$ cat config.mk
export PLATFORM = sky130hd
export DESIGN_NAME = ifetch
export DESIGN_NICKNAME = d
export VERILOG_FILES = /design/src/rtl/ifetch.sv
export SDC_FILE = /design/constraint.sdc
export NUM_CORES = 1
export LEC_CHECK = 0
export ABC_CLOCK_PERIOD_IN_PS = 2000
export BUFFER_PORTS_ARGS = -buffer_cell sky130_fd_sc_hd__buf_2
export CAP_MARGIN = 25
export CORE_ASPECT_RATIO = 1.1
export CORE_MARGIN = 2
export CORE_UTILIZATION = 48
export DETAILED_ROUTE_END_ITERATION = 6
export HOLD_SLACK_MARGIN = 0.15
export PLACE_DENSITY = 0.88
export SETUP_SLACK_MARGIN = 0.5
export SYNTH_ARGS = -nofsm -noshare
export SYNTH_HDL_FRONTEND = slang
export SYNTH_SLANG_ARGS = --single-unit
$ cat constraint.sdc
create_clock -name clk -period 2 [get_ports clk]
set_input_delay 0.4 -clock clk [delete_from_list [all_inputs] [get_ports clk]]
set_output_delay 0.4 -clock clk [all_outputs]
set_load 0.03 [all_outputs]
$ cat src/rtl/ifetch.sv
// ifetch - instruction fetch stage feeding decode.
//
// Keeps the fetch PC, issues one read at a time on a req/gnt + rvalid
// instruction-memory port and hands each fetched word to decode with a
// registered one-cycle loadInstr pulse. Decode back-pressure (stall) parks a
// returned word in a one-entry hold buffer. A redirect replaces the fetch PC
// and squashes any wrong-path word still in flight. A misaligned redirect
// target is fatal: fetch_err latches and fetching stops until reset.
//
// Ports:
//   clk, rst_n                 clock (rising edge), async active-low reset
//   stall                      decode cannot accept an instruction this cycle
//   redirect, redirect_pc      taken branch/jump and its target
//   imem_req, imem_addr        read request / address (address = fetch PC)
//   imem_gnt                   request accepted this cycle
//   imem_rvalid, imem_rdata    read response (one per granted request)
//   loadInstr                  one-cycle pulse: instruction/pc valid
//   instruction, pc            delivered word and its address
//   fetch_err                  sticky misaligned-redirect flag
module ifetch #(
  parameter int unsigned          I_WIDTH  = 32,
  parameter int unsigned          A_WIDTH  = 32,
  parameter logic [A_WIDTH-1:0]   RESET_PC = '0
) (
  input  logic               clk,
  input  logic               rst_n,
  input  logic               stall,
  input  logic               redirect,
  input  logic [A_WIDTH-1:0] redirect_pc,
  output logic               imem_req,
  output logic [A_WIDTH-1:0] imem_addr,
  input  logic               imem_gnt,
  input  logic               imem_rvalid,
  input  logic [I_WIDTH-1:0] imem_rdata,
  output logic               loadInstr,
  output logic [I_WIDTH-1:0] instruction,
  output logic [A_WIDTH-1:0] pc,
  output logic               fetch_err
);

  typedef enum logic [2:0] {
    S_IDLE,
    S_REQ,
    S_WAIT,
    S_HOLD,
    S_HALT
  } state_e;

  state_e             state_q, state_d;
  logic [A_WIDTH-1:0] fetch_pc_q, fetch_pc_d;
  logic               kill_q, kill_d;
  logic [I_WIDTH-1:0] hold_q, hold_d;
  logic               load_q, load_d;
  logic [I_WIDTH-1:0] instr_q, instr_d;
  logic [A_WIDTH-1:0] pc_q, pc_d;
  logic               err_q, err_d;

  logic [A_WIDTH-1:0] pc_plus4;

  // Wraps naturally modulo 2^A_WIDTH.
  assign pc_plus4 = fetch_pc_q + A_WIDTH'(4);

  always_comb begin
    state_d    = state_q;
    fetch_pc_d = fetch_pc_q;
    kill_d     = kill_q;
    hold_d     = hold_q;
    load_d     = 1'b0;
    instr_d    = instr_q;
    pc_d       = pc_q;
    err_d      = err_q;

    if (redirect && (state_q != S_HALT)) begin
      if (redirect_pc[1:0] != 2'b00) begin
        err_d   = 1'b1;
        kill_d  = 1'b0;
        state_d = S_HALT;
      end else begin
        fetch_pc_d = redirect_pc;
        kill_d     = 1'b0;
        state_d    = S_REQ;
        // A request is (or becomes) outstanding without its data yet: its
        // response must be swallowed before the new target is requested.
        if ((state_q == S_REQ && imem_gnt) || (state_q == S_WAIT && !imem_rvalid)) begin
          kill_d  = 1'b1;
          state_d = S_WAIT;
        end
      end
    end else begin
      case (state_q)
        S_IDLE: state_d = S_REQ;
        S_REQ: begin
          if (imem_gnt) state_d = S_WAIT;
        end
        S_WAIT: begin
          if (imem_rvalid) begin
            if (kill_q) begin
              kill_d  = 1'b0;
              state_d = S_REQ;
            end else if (!stall) begin
              load_d     = 1'b1;
              instr_d    = imem_rdata;
              pc_d       = fetch_pc_q;
              fetch_pc_d = pc_plus4;
              state_d    = S_REQ;
            end else begin
              // fetch_pc_q still holds this word's address while parked.
              hold_d  = imem_rdata;
              state_d = S_HOLD;
            end
          end
        end
        S_HOLD: begin
          if (!stall) begin
            load_d     = 1'b1;
            instr_d    = hold_q;
            pc_d       = fetch_pc_q;
            fetch_pc_d = pc_plus4;
            state_d    = S_REQ;
          end
        end
        S_HALT:  state_d = S_HALT;
        default: state_d = S_IDLE;
      endcase
    end
  end

  always_ff @(posedge clk or negedge rst_n) begin
    if (!rst_n) begin
      state_q    <= S_IDLE;
      fetch_pc_q <= RESET_PC;
      kill_q     <= 1'b0;
      hold_q     <= '0;
      load_q     <= 1'b0;
      instr_q    <= '0;
      pc_q       <= '0;
      err_q      <= 1'b0;
    end else begin
      state_q    <= state_d;
      fetch_pc_q <= fetch_pc_d;
      kill_q     <= kill_d;
      hold_q     <= hold_d;
      load_q     <= load_d;
      instr_q    <= instr_d;
      pc_q       <= pc_d;
      err_q      <= err_d;
    end
  end

  assign imem_req    = (state_q == S_REQ);
  assign imem_addr   = fetch_pc_q;
  assign loadInstr   = load_q;
  assign instruction = instr_q;
  assign pc          = pc_q;
  assign fetch_err   = err_q;

endmodule

; ---- Yosys cells after proc, flatten, opt, wreduce, memory -nomap -nowiden
; Index checks and enable logic that the tools add are counted.
[classes]
bitwise_logic = 2
n_eq_ne = 14
reduce_logical = 18
n_addsub = 1
mux = 34
[ops]
columns = op, n
row1 = 32-bit two-way mux, 12
row2 = 32-bit case mux with 2 select lines, 3
row3 = 32-bit by 3-bit adder with 32-bit output (second input constant), 1
row4 = 3-bit two-way mux, 5
row5 = 3-bit case mux with 5 select lines, 1
row6 = 3-bit != test (second input constant), 4
row7 = 2-bit != test (second input constant), 5
row8 = 1-bit two-way mux, 9
row9 = 4-bit AND reduction, 2
row10 = 2-bit nonzero test, 4
row11 = 3-bit by 2-bit equality test with 1-bit output (second input constant), 2
row12 = 2-bit two-way mux, 3
row13 = 6-bit AND reduction, 1
row14 = 5-bit AND reduction, 1
row15 = 2-bit AND reduction, 2
row16 = 3-bit by 1-bit equality test with 1-bit output (second input constant), 1
row17 = 3-bit equality test (second input constant), 1
row18 = 1-bit logical AND, 3
row19 = 3-bit logical NOT, 1
row20 = 3-bit by 1-bit != test with 1-bit output (second input constant), 1
row21 = 3-bit AND reduction, 1
row22 = 3-bit nonzero test, 1
row23 = 1-bit inverter, 2
row24 = 1-bit case mux with 2 select lines, 1
row25 = 2 further kinds, 2
[word_totals]
output_inout_bits = 99
reg_bits = 134
wordCells = 77
input_bits = 70

; ---- Logic depth before layout (Yosys ltp)
; Gate-level depths: netlist of the first run.
[logic_depth]
ltp_word = 6
ltp_mapped = 8
depth_no_buf = 6

; ---- Worst setup path after synthesis of the first run
; No wires, ideal clock.
[synth_path]
path_type = flip-flop to flip-flop
from = register fetch_pc_q[3] (netlist: imem_addr[3])
to = register fetch_pc_q[16] (netlist: imem_addr[16])
period_less_slack_ps = 1997
path_buffers = 2
stages_incl_launch_ff = 9
setup_slack_ps = 3
setup_time_ps = 77
arrival_time_ps = 1920
path_cell_list = dfrtp_1 ha_1 and4_1 clkbuf_1 and3_1 clkbuf_1 a31o_2 a21oi_1 a21oi_1
[synth_via]
elab_chain_len = 6
[synth_lines]
columns = item, line_no
row1 = start: declaration, 50  ; logic [A_WIDTH-1:0] fetch_pc_q, fetch_pc_d;
row2 = start signal: assignment, 140  ; fetch_pc_q <= fetch_pc_d;
row3 = 32-bit by 3-bit adder with 32-bit output (*), 61  ; assign pc_plus4 = fetch_pc_q + A_WIDTH'(4);
row4 = 32-bit two-way mux (*), "100, 114"
row5 = 32-bit two-way mux, 97  ; if (kill_q) begin
row6 = 32-bit two-way mux, 96  ; if (imem_rvalid) begin
row7 = 32-bit case mux with 2 select lines (*), 90  ; case (state_q)
row8 = 32-bit two-way mux (*), 73  ; if (redirect && (state_q != S_HALT)) begin
; Every way passes the cells marked *; elsewhere a longest branch is shown, timed or not. The select of a mux whose other input is x is not followed.
; A chain may end at the register's enable or synchronous reset.

; ---- Worst setup path in the final report of the first run
[layout_path]
from = register state_q[2]
to = register fetch_pc_q[15] (netlist: imem_addr[15])
[layout_via]
elab_chain_len = 4
word_cells_on_any_way = 11
[layout_lines]
columns = item, line_no
row1 = start: declaration, 49  ; state_e state_q, state_d;
row2 = start signal: assignment, 139  ; state_q <= state_d;
row3 = 3-bit != test, 73
row4 = 1-bit logical AND, 73
row5 = 3-bit != test (no source line) (tied with other cells), --
row6 = 4-bit AND reduction (no source line), --
; Parallel ways exist; a longest one is shown, timed or not.

==> results of run 1 <==
## worst paths after layout
path | startpoint | to | slack [ns] | cells after the start
min | redirect_pc[27] | imem_addr[27] | 0.22 | 3
max reg2reg | state_q[2] | imem_addr[15] | 0.13 | 7
min in group asynchronous | rst_n | pc[12] | 0.47 | 2
max | state_q[2] | imem_addr[15] | 0.13 | 7
min reg2reg | pc[16] | pc[16] | 0.47 | 2
max in group asynchronous | rst_n | imem_addr[4] | 0.92 | 3
## metal layers
metal / global-route usage (%) / vias to the layer above / part of all wire [%]
met1: 31.5 / 2841 / 37
met3: 7.94 / 56 / 8.6
li1: - / 2624 / -
met4: 12.3 / 0 / 2.9
met5: 0 / - / 0
met2: 45.1 / 330 / 51
## logic make-up (layout without fill, tap and decap cells)
family / after synthesis / after routing / synth area share [%]
AND/OR/NAND/NOR: 245 / 245 / 18.3
flip-flops: 134 / 134 / 54.0
AO/OA/AOI/OAI: 130 / 130 / 13.0
multiplexers: 64 / 64 / 11.0
buffers and inverters: 45 / 273 / 3.48
adder cells (fa/ha/maj): 1 / 1 / 0.201
other: 0 / 1 / 0
## synth_stat cells (6+ instances only)
| library cell | count | area [µm²] |
|---|---|---|
| sky130_fd_sc_hd__nand4_1 | 8 | 50.1 |
| sky130_fd_sc_hd__buf_2 | 11 | 55.1 |
| sky130_fd_sc_hd__a21oi_1 | 28 | 140 |
| sky130_fd_sc_hd__clkbuf_1 | 20 | 75.1 |
| sky130_fd_sc_hd__mux2_2 | 31 | 349 |
| sky130_fd_sc_hd__nand3_1 | 16 | 80.1 |
| sky130_fd_sc_hd__nand2_1 | 155 | 582 |
| sky130_fd_sc_hd__and3_1 | 9 | 56.3 |
| sky130_fd_sc_hd__mux2i_1 | 32 | 320 |
| sky130_fd_sc_hd__o21ai_0 | 51 | 255 |
| sky130_fd_sc_hd__and4_1 | 8 | 70.1 |
| sky130_fd_sc_hd__dfrtp_1 | 134 | 3350 |
| sky130_fd_sc_hd__a211oi_1 | 6 | 45.0 |
| sky130_fd_sc_hd__o22ai_1 | 7 | 43.8 |
| sky130_fd_sc_hd__nor2_1 | 16 | 60.1 |
## registers in the layout, summed over array words and instances, names as in the netlist
register	flops
loadInstr	1
instruction	32
imem_addr	32
fetch_err	1
state_q	3
pc	32
hold_q	32
kill_q	1
## what timing repair did
action	in CTS	in global routing
setup buffers	11	21
pin swaps	1	4
endpoints found under the hold margin	41	0
resized for setup	73	57
setup endpoints to repair	142	149
gates cloned	4	7
hold buffers	1	0
## worst reg2reg max path: cells and delay by family (launching register included)
kind	cells	cell delay (ns)
AND/OR/NAND/NOR	3	0.67
flip-flops	1	0.39
buffers and inverters	2	0.30
AO/OA/AOI/OAI	2	0.40
## through the flow
step                      power, W  instances  hold slack (ns)
after floorplan            0.00492        619            0.104
after global placement     0.00560        928            0.340
after detailed placement   0.00567        928            0.338
after CTS                  0.00953        976            0.206
after global routing        0.0102       1005            0.215
final                      0.00987       1005            0.216
## cell type report
cell class / instances / area (µm²) / share of cell area (%)
diodes: 1 / 2.50 / 0.0277
flip-flops and latches: 134 / 3390 / 37.5
well taps: 157 / 196 / 2.17
multi-input cells: 440 / 2960 / 32.7
inverters: 4 / 17.5 / 0.194
clock buffers: 18 / 439 / 4.86
repair buffers: 237 / 1820 / 20.1
clock inverters: 14 / 223 / 2.46
## power by group through the flow
stage	Sequential (W)	Clock (W)	Combinational [W]
after floorplan	0.00392	0	0.000998
after global placement	0.00347	0	0.00213
after detailed placement	0.00348	0	0.00218
after CTS	0.00345	0.00351	0.00256
after global routing	0.00352	0.00366	0.00302
final	0.00349	0.00351	0.00287
==> reports/summary.md, run 1 <==
Critical path
• 2.18 ns — arrival time reported for the critical path endpoint
• flip-flop to flip-flop — critical path type
• simple AND/OR/NAND/NOR gates — delay-heaviest family, CP
• 13 — critical-path maximum fanout
• flip-flop — CP startpoint kind
• buf_4 > or3b_4 > nand2_4 > buf_12 > nand2_1 > o22a_1 > o22a_1 — CP Cell Sequence
• sky130_fd_sc_hd__o22a_1 — most repeated library cell on the critical path
• 2.31 ns — required time of the worst setup path
• 0.42 ns — Max stage delay on crit path
• flip-flop — Critical Path Sink Type
• sky130_fd_sc_hd__or3b_4 — standard cell with the maximum stage delay on the critical path
• 2 — number of buffer and inverter instances along the worst setup path

Logic synthesis
• 0 — count of warnings emitted by yosys
• 690 — Synth Net Count
• 10.0 µm² — Synth Area per Inst
• 0 — Post-synth EDFFs
• 619 — Cells after Synth
• 66 — number of unique standard cell types used by synthesis
• 134 — number of synthesized register bits
• sky130_fd_sc_hd__dfrtp_1 — Primary FF master, synth
• 54.0% — sequential element share of the synthesized area
• 100% — Synth async-reset ratio
• 6210 µm² — netlist area before placement

Route
• 5 — Detailed Routing Iterations Pass 1
• 5851 — via count
• 20.7 mm — total wirelength of the detailed-routed design
• 0 — number of DRC violations after detailed routing
• 20.6 µm — routed wire length per instance
• 5.82 — post-detailed-route via-to-cell ratio
• 0 — number of nets with antenna violations after detailed routing
• 497 — number of DRC markers after the initial detailed-route iteration

STA
• 0 — Max Slew Vio Count
• 0.0160 ns — setup clock skew after layout
• 0.126 ns — crit path setup slack, layout
• 1.87 ns — final worst path period need
• 0 — Setup Viol. Count Final
• 0 — final hold violation count
• 0 ns — summed negative setup slack over all endpoints
• yes — RSZ-0062 raised after global routing
• 0.418 ns — slew at the pin with the worst max-slew slack
• 93.7% — Final period util
• 0.534 GHz — upper clock frequency limit
• 72.1% — remaining max-slew budget at the tightest pin

Placement
• 0.901 — Final GP Congestion
• 11.3 mm — Final HPWL DP
• 7440 µm² — area after detailed placement
• 168 — number of buffers added on ports
• 0.145 ns — minimum setup slack after placement

Die
• 43 — site row count
• 112 µm — x dimension of the die
• 13900 µm² — Die Footprint
• 12600 µm² — floorplan core area
• 169 — number of placed I/O pins
• 49.1% — starting density of the core
• 123 µm — height of the die

Run
• 0 — number of maximum-capacitance violations

Cells and area
• 45.6% — growth of design area from synthesis to finish
• 905 — number of nets in the final layout
• 44.0% — fraction of layout cells with a size suffix above 1
• 71.5% — share of the core filled with cells in the final layout
• 842 — # fillers
• 9040 µm² — fin area
• sky130_fd_sc_hd__nand2_1 — most frequent standard cell in the layout excluding fill and tap cells
• sky130_fd_sc_hd__nand2_1 (153), sky130_fd_sc_hd__buf_2 (147), sky130_fd_sc_hd__dfrtp_1 (107) — leading cell types in the layout, fill and taps excluded

Pwr
• 774 µV — Max rail drop VDD
• 0.00653 W — design internal power
• 33.8% — Switching Share
• 29.1% — combinational power share
• 1090 nW/µm² — Cell Pwr Density
• 0.00334 W — switching power
• 35.4% — share of power burned in registers
• 35.6% — portion of total power attributed to the clock network
• 4.77 nW — cell leakage power

Global routing
• 26.6% — overall fraction of global-route tracks in use
• 0 — total grt overflow
• 1 — antenna violations before repair
• 28.7 mm — first-pass GRT wire length
• 5632 — vias in the first global route
• 65 — largest net degree at the start of global routing

Clocking
• 134 — number of sinks handled by clock tree synthesis
• 4 — CTS HTree Levels
• 0.43 ns — insertion delay to the later sink of the worst-skew pair
• 17 — total CTS buffers
• sky130_fd_sc_hd__clkbuf_16 — cell at the root of the clock tree
• 2 — clk buf depth
• 0.06 ns — Reg clk slew, reported paths
• done — CTS tree

Status
• complete, no violations — result of the run

Hold path
• input pin to flip-flop — Worst Hold Class

Note: power is estimated with default switching activity, not from simulation.
==> inputs of run 2 (changes only) <==
--- a/config.mk
+++ b/config.mk
@@ -12,8 +12,10 @@
 export CORE_MARGIN = 2
 export CORE_UTILIZATION = 48
 export DETAILED_ROUTE_END_ITERATION = 6
+export GPL_TIMING_DRIVEN = 0
 export HOLD_SLACK_MARGIN = 0.15
 export PLACE_DENSITY = 0.88
+export REMOVE_ABC_BUFFERS = 1
 export SETUP_SLACK_MARGIN = 0.5
 export SYNTH_ARGS = -nofsm -noshare
 export SYNTH_HDL_FRONTEND = slang
==> run 2 against run 1 <==
Net effect: die area unchanged; critical path depth increased by 1; largest cell class unchanged; cell count increased by 2.8%; combinational power increased by 16%; sequential power increased by 1%; worst setup slack got worse by 0.020 ns; critical path type unchanged; first-iteration DRC count increased by 41%; clock power about the same; core utilization increased by 5.8 points; clock skew decreased by 0.0074 ns.
==> reports/summary.md, run 2 (synthesized netlist as in run 1, its figures left out) <==
STA
• 0.656 ns — slew at the pin with the worst max-slew slack, +0.238 ns
• 56.3% — remaining max-slew budget at the tightest pin, -16 points
• yes — RSZ-0062 raised after global routing
• 0.00865 ns — setup clock skew after layout, -0.00736 ns
• 0 — Max Slew Vio Count, unchanged
• 0.528 GHz — upper clock frequency limit, -1.1%
• 0 ns — summed negative setup slack over all endpoints, unchanged
• 0 — Setup Viol. Count Final, unchanged
• 0 — final hold violation count, unchanged
• 94.7% — Final period util, +1.0 points
• 1.89 ns — final worst path period need, +0.0203 ns

Critical path
• flip-flop — CP startpoint kind
• 0.41 ns — Max stage delay on crit path, about the same
• buf_6 > or3b_4 > and2_4 > a21oi_4 > buf_12 > buf_16 > a211o_1 > a21oi_2 — CP Cell Sequence
• flip-flop to flip-flop — critical path type
• sky130_fd_sc_hd__dfrtp_2 — standard cell with the maximum stage delay on the critical path
• flip-flop — Critical Path Sink Type
• 8 — critical-path maximum fanout, -5
• 2.30 ns — required time of the worst setup path, about the same
• 2.19 ns — arrival time reported for the critical path endpoint, about the same

Pwr
• 1030 µV — Max rail drop VDD, +33%
• 5.03 nW — cell leakage power, +5.5%
• 1060 nW/µm² — Cell Pwr Density, -3.2%
• 0.0103 W — total power draw, +4.7%

Die
• 169 — number of placed I/O pins, unchanged
• 112 µm — x dimension of the die, unchanged
• 13900 µm² — Die Footprint, unchanged
• 43 — site row count, unchanged
• 49.1% — starting density of the core, unchanged
• 12600 µm² — floorplan core area, unchanged
• 123 µm — height of the die, unchanged

Route
• 6397 — via count, +9.3%
• 23.9 µm — routed wire length per instance, +16%
• 6 — Detailed Routing Iterations Pass 1, +1
• 24.7 mm — total wirelength of the detailed-routed design, +19%
• 6.19 — post-detailed-route via-to-cell ratio, +6.4%
• 0 — number of DRC violations after detailed routing, unchanged
• 0 — number of nets with antenna violations after detailed routing, unchanged
• 701 — number of DRC markers after the initial detailed-route iteration, +41%

Cells and area
• 933 — number of nets in the final layout, +3.1%
• 9780 µm² — fin area, +8.1%
• 57.4% — growth of design area from synthesis to finish
• 50.2% — fraction of layout cells with a size suffix above 1, +6.1 points
• 77.3% — share of the core filled with cells in the final layout, +5.8 points
• sky130_fd_sc_hd__buf_2 (145), sky130_fd_sc_hd__nand2_1 (142), sky130_fd_sc_hd__dfrtp_1 (110) — leading cell types in the layout, fill and taps excluded
• sky130_fd_sc_hd__buf_2 — most frequent standard cell in the layout excluding fill and tap cells
• 1033 — final std cells w/o fill, +2.8%

Global routing
• 37.5% — global routing usage on met1, +6.0 points
• met2 — most utilized layer in the global route result
• 54.0% — met2 layer usage reported by global route, +8.9 points
• 0 — total grt overflow, unchanged
• 5901 — vias in the first global route, +4.8%
• 32.7 mm — first-pass GRT wire length, +14%
• 7.55% — met3 usage, -0.39 points
• 31.3% — overall fraction of global-route tracks in use, +4.6 points
• 2 — antenna violations before repair, +1
• 97 — largest net degree at the start of global routing, +49%

Placement
• 7220 µm² — area after detailed placement, -3.1%
• 909 — DP Cell Count, -2.0%
• 0.811 — Final GP Congestion, -10%
• 168 — number of buffers added on ports, unchanged
• 10.9 mm — Final HPWL DP, -3.0%

Clocking
• 4 — CTS HTree Levels, unchanged
• 0.42 ns — insertion delay to the later sink of the worst-skew pair, about the same
• 0.06 ns — Reg clk slew, reported paths, about the same
• 134 — number of sinks handled by clock tree synthesis, unchanged
• done — CTS tree
• 2 — clk buf depth, unchanged
• sky130_fd_sc_hd__clkbuf_16 — cell at the root of the clock tree
• 17 — total CTS buffers, unchanged

Run
• 0 — number of maximum-capacitance violations, unchanged

Hold path
• input pin to flip-flop — Worst Hold Class

Status
• complete, no violations — result of the run

[run 2: what timing repair did]
action / in CTS / in global routing
hold buffers: 1 / 0
pin swaps: 18 / 19
setup buffers: 39 / 27
gates resized for setup: 131 / 140
setup endpoints to repair: 152 / 130
gates cloned: 14 / 10
endpoints found under the hold margin: 38 / 0
[run 2: metrics by stage]
stage / worst slack [ns] / hold WS (ns)
detailed placement: -0.837 / 0.332
finish: 0.106 / 0.221
global placement: -4.67 / 0.455
CTS: 0.127 / 0.214
floorplan: -2.45 / 0.104
global route: 0.0779 / 0.229
[run 2: final cells by class]
cell class | instances | area (µm²)
repair buffers | 258 | 2200
repair inverters | 1 | 8.76
inverters | 4 | 33.8
multi-input cells | 446 | 3300
well taps | 157 | 196
flip-flops and latches | 134 | 3380
clock buffers | 21 | 460
clock inverters | 11 | 196
diodes | 1 | 2.50
fillers | 733 | 2860
[run 2: worst paths after layout]
kind	startpoint	end	slack, ns	cells after the start
setup reg to reg	state_q[1]	imem_addr[24]	0.11	8
min in group asynchronous	rst_n	instruction[26]	0.46	2
hold reg to reg	pc[16]	pc[16]	0.47	2
max in group asynchronous	rst_n	imem_addr[9]	0.69	3
hold / removal	redirect_pc[27]	imem_addr[27]	0.22	3
setup / recovery	state_q[1]	imem_addr[24]	0.11	8
[run 2: per-layer routing]
metal / vias up / wire length (µm)
li1: 2693 / -
met1: 3126 / 8870
met2: 455 / 12300
met3: 123 / 2260
met4: 0 / 1280
met5: - / 0
[run 2: where the power goes]
part	switching, W	internal, W
logic	0.00191	0.00141
registers	0.000486	0.00304
clock network	0.00121	0.00228
total	0.00360	0.00673
[run 2: critical path, delay by kind of cell (launching register included)]
kind	cells	cell delay, ns
compound gates	3	0.36
buf+inv	3	0.39
flops	1	0.41
simple gates	2	0.63
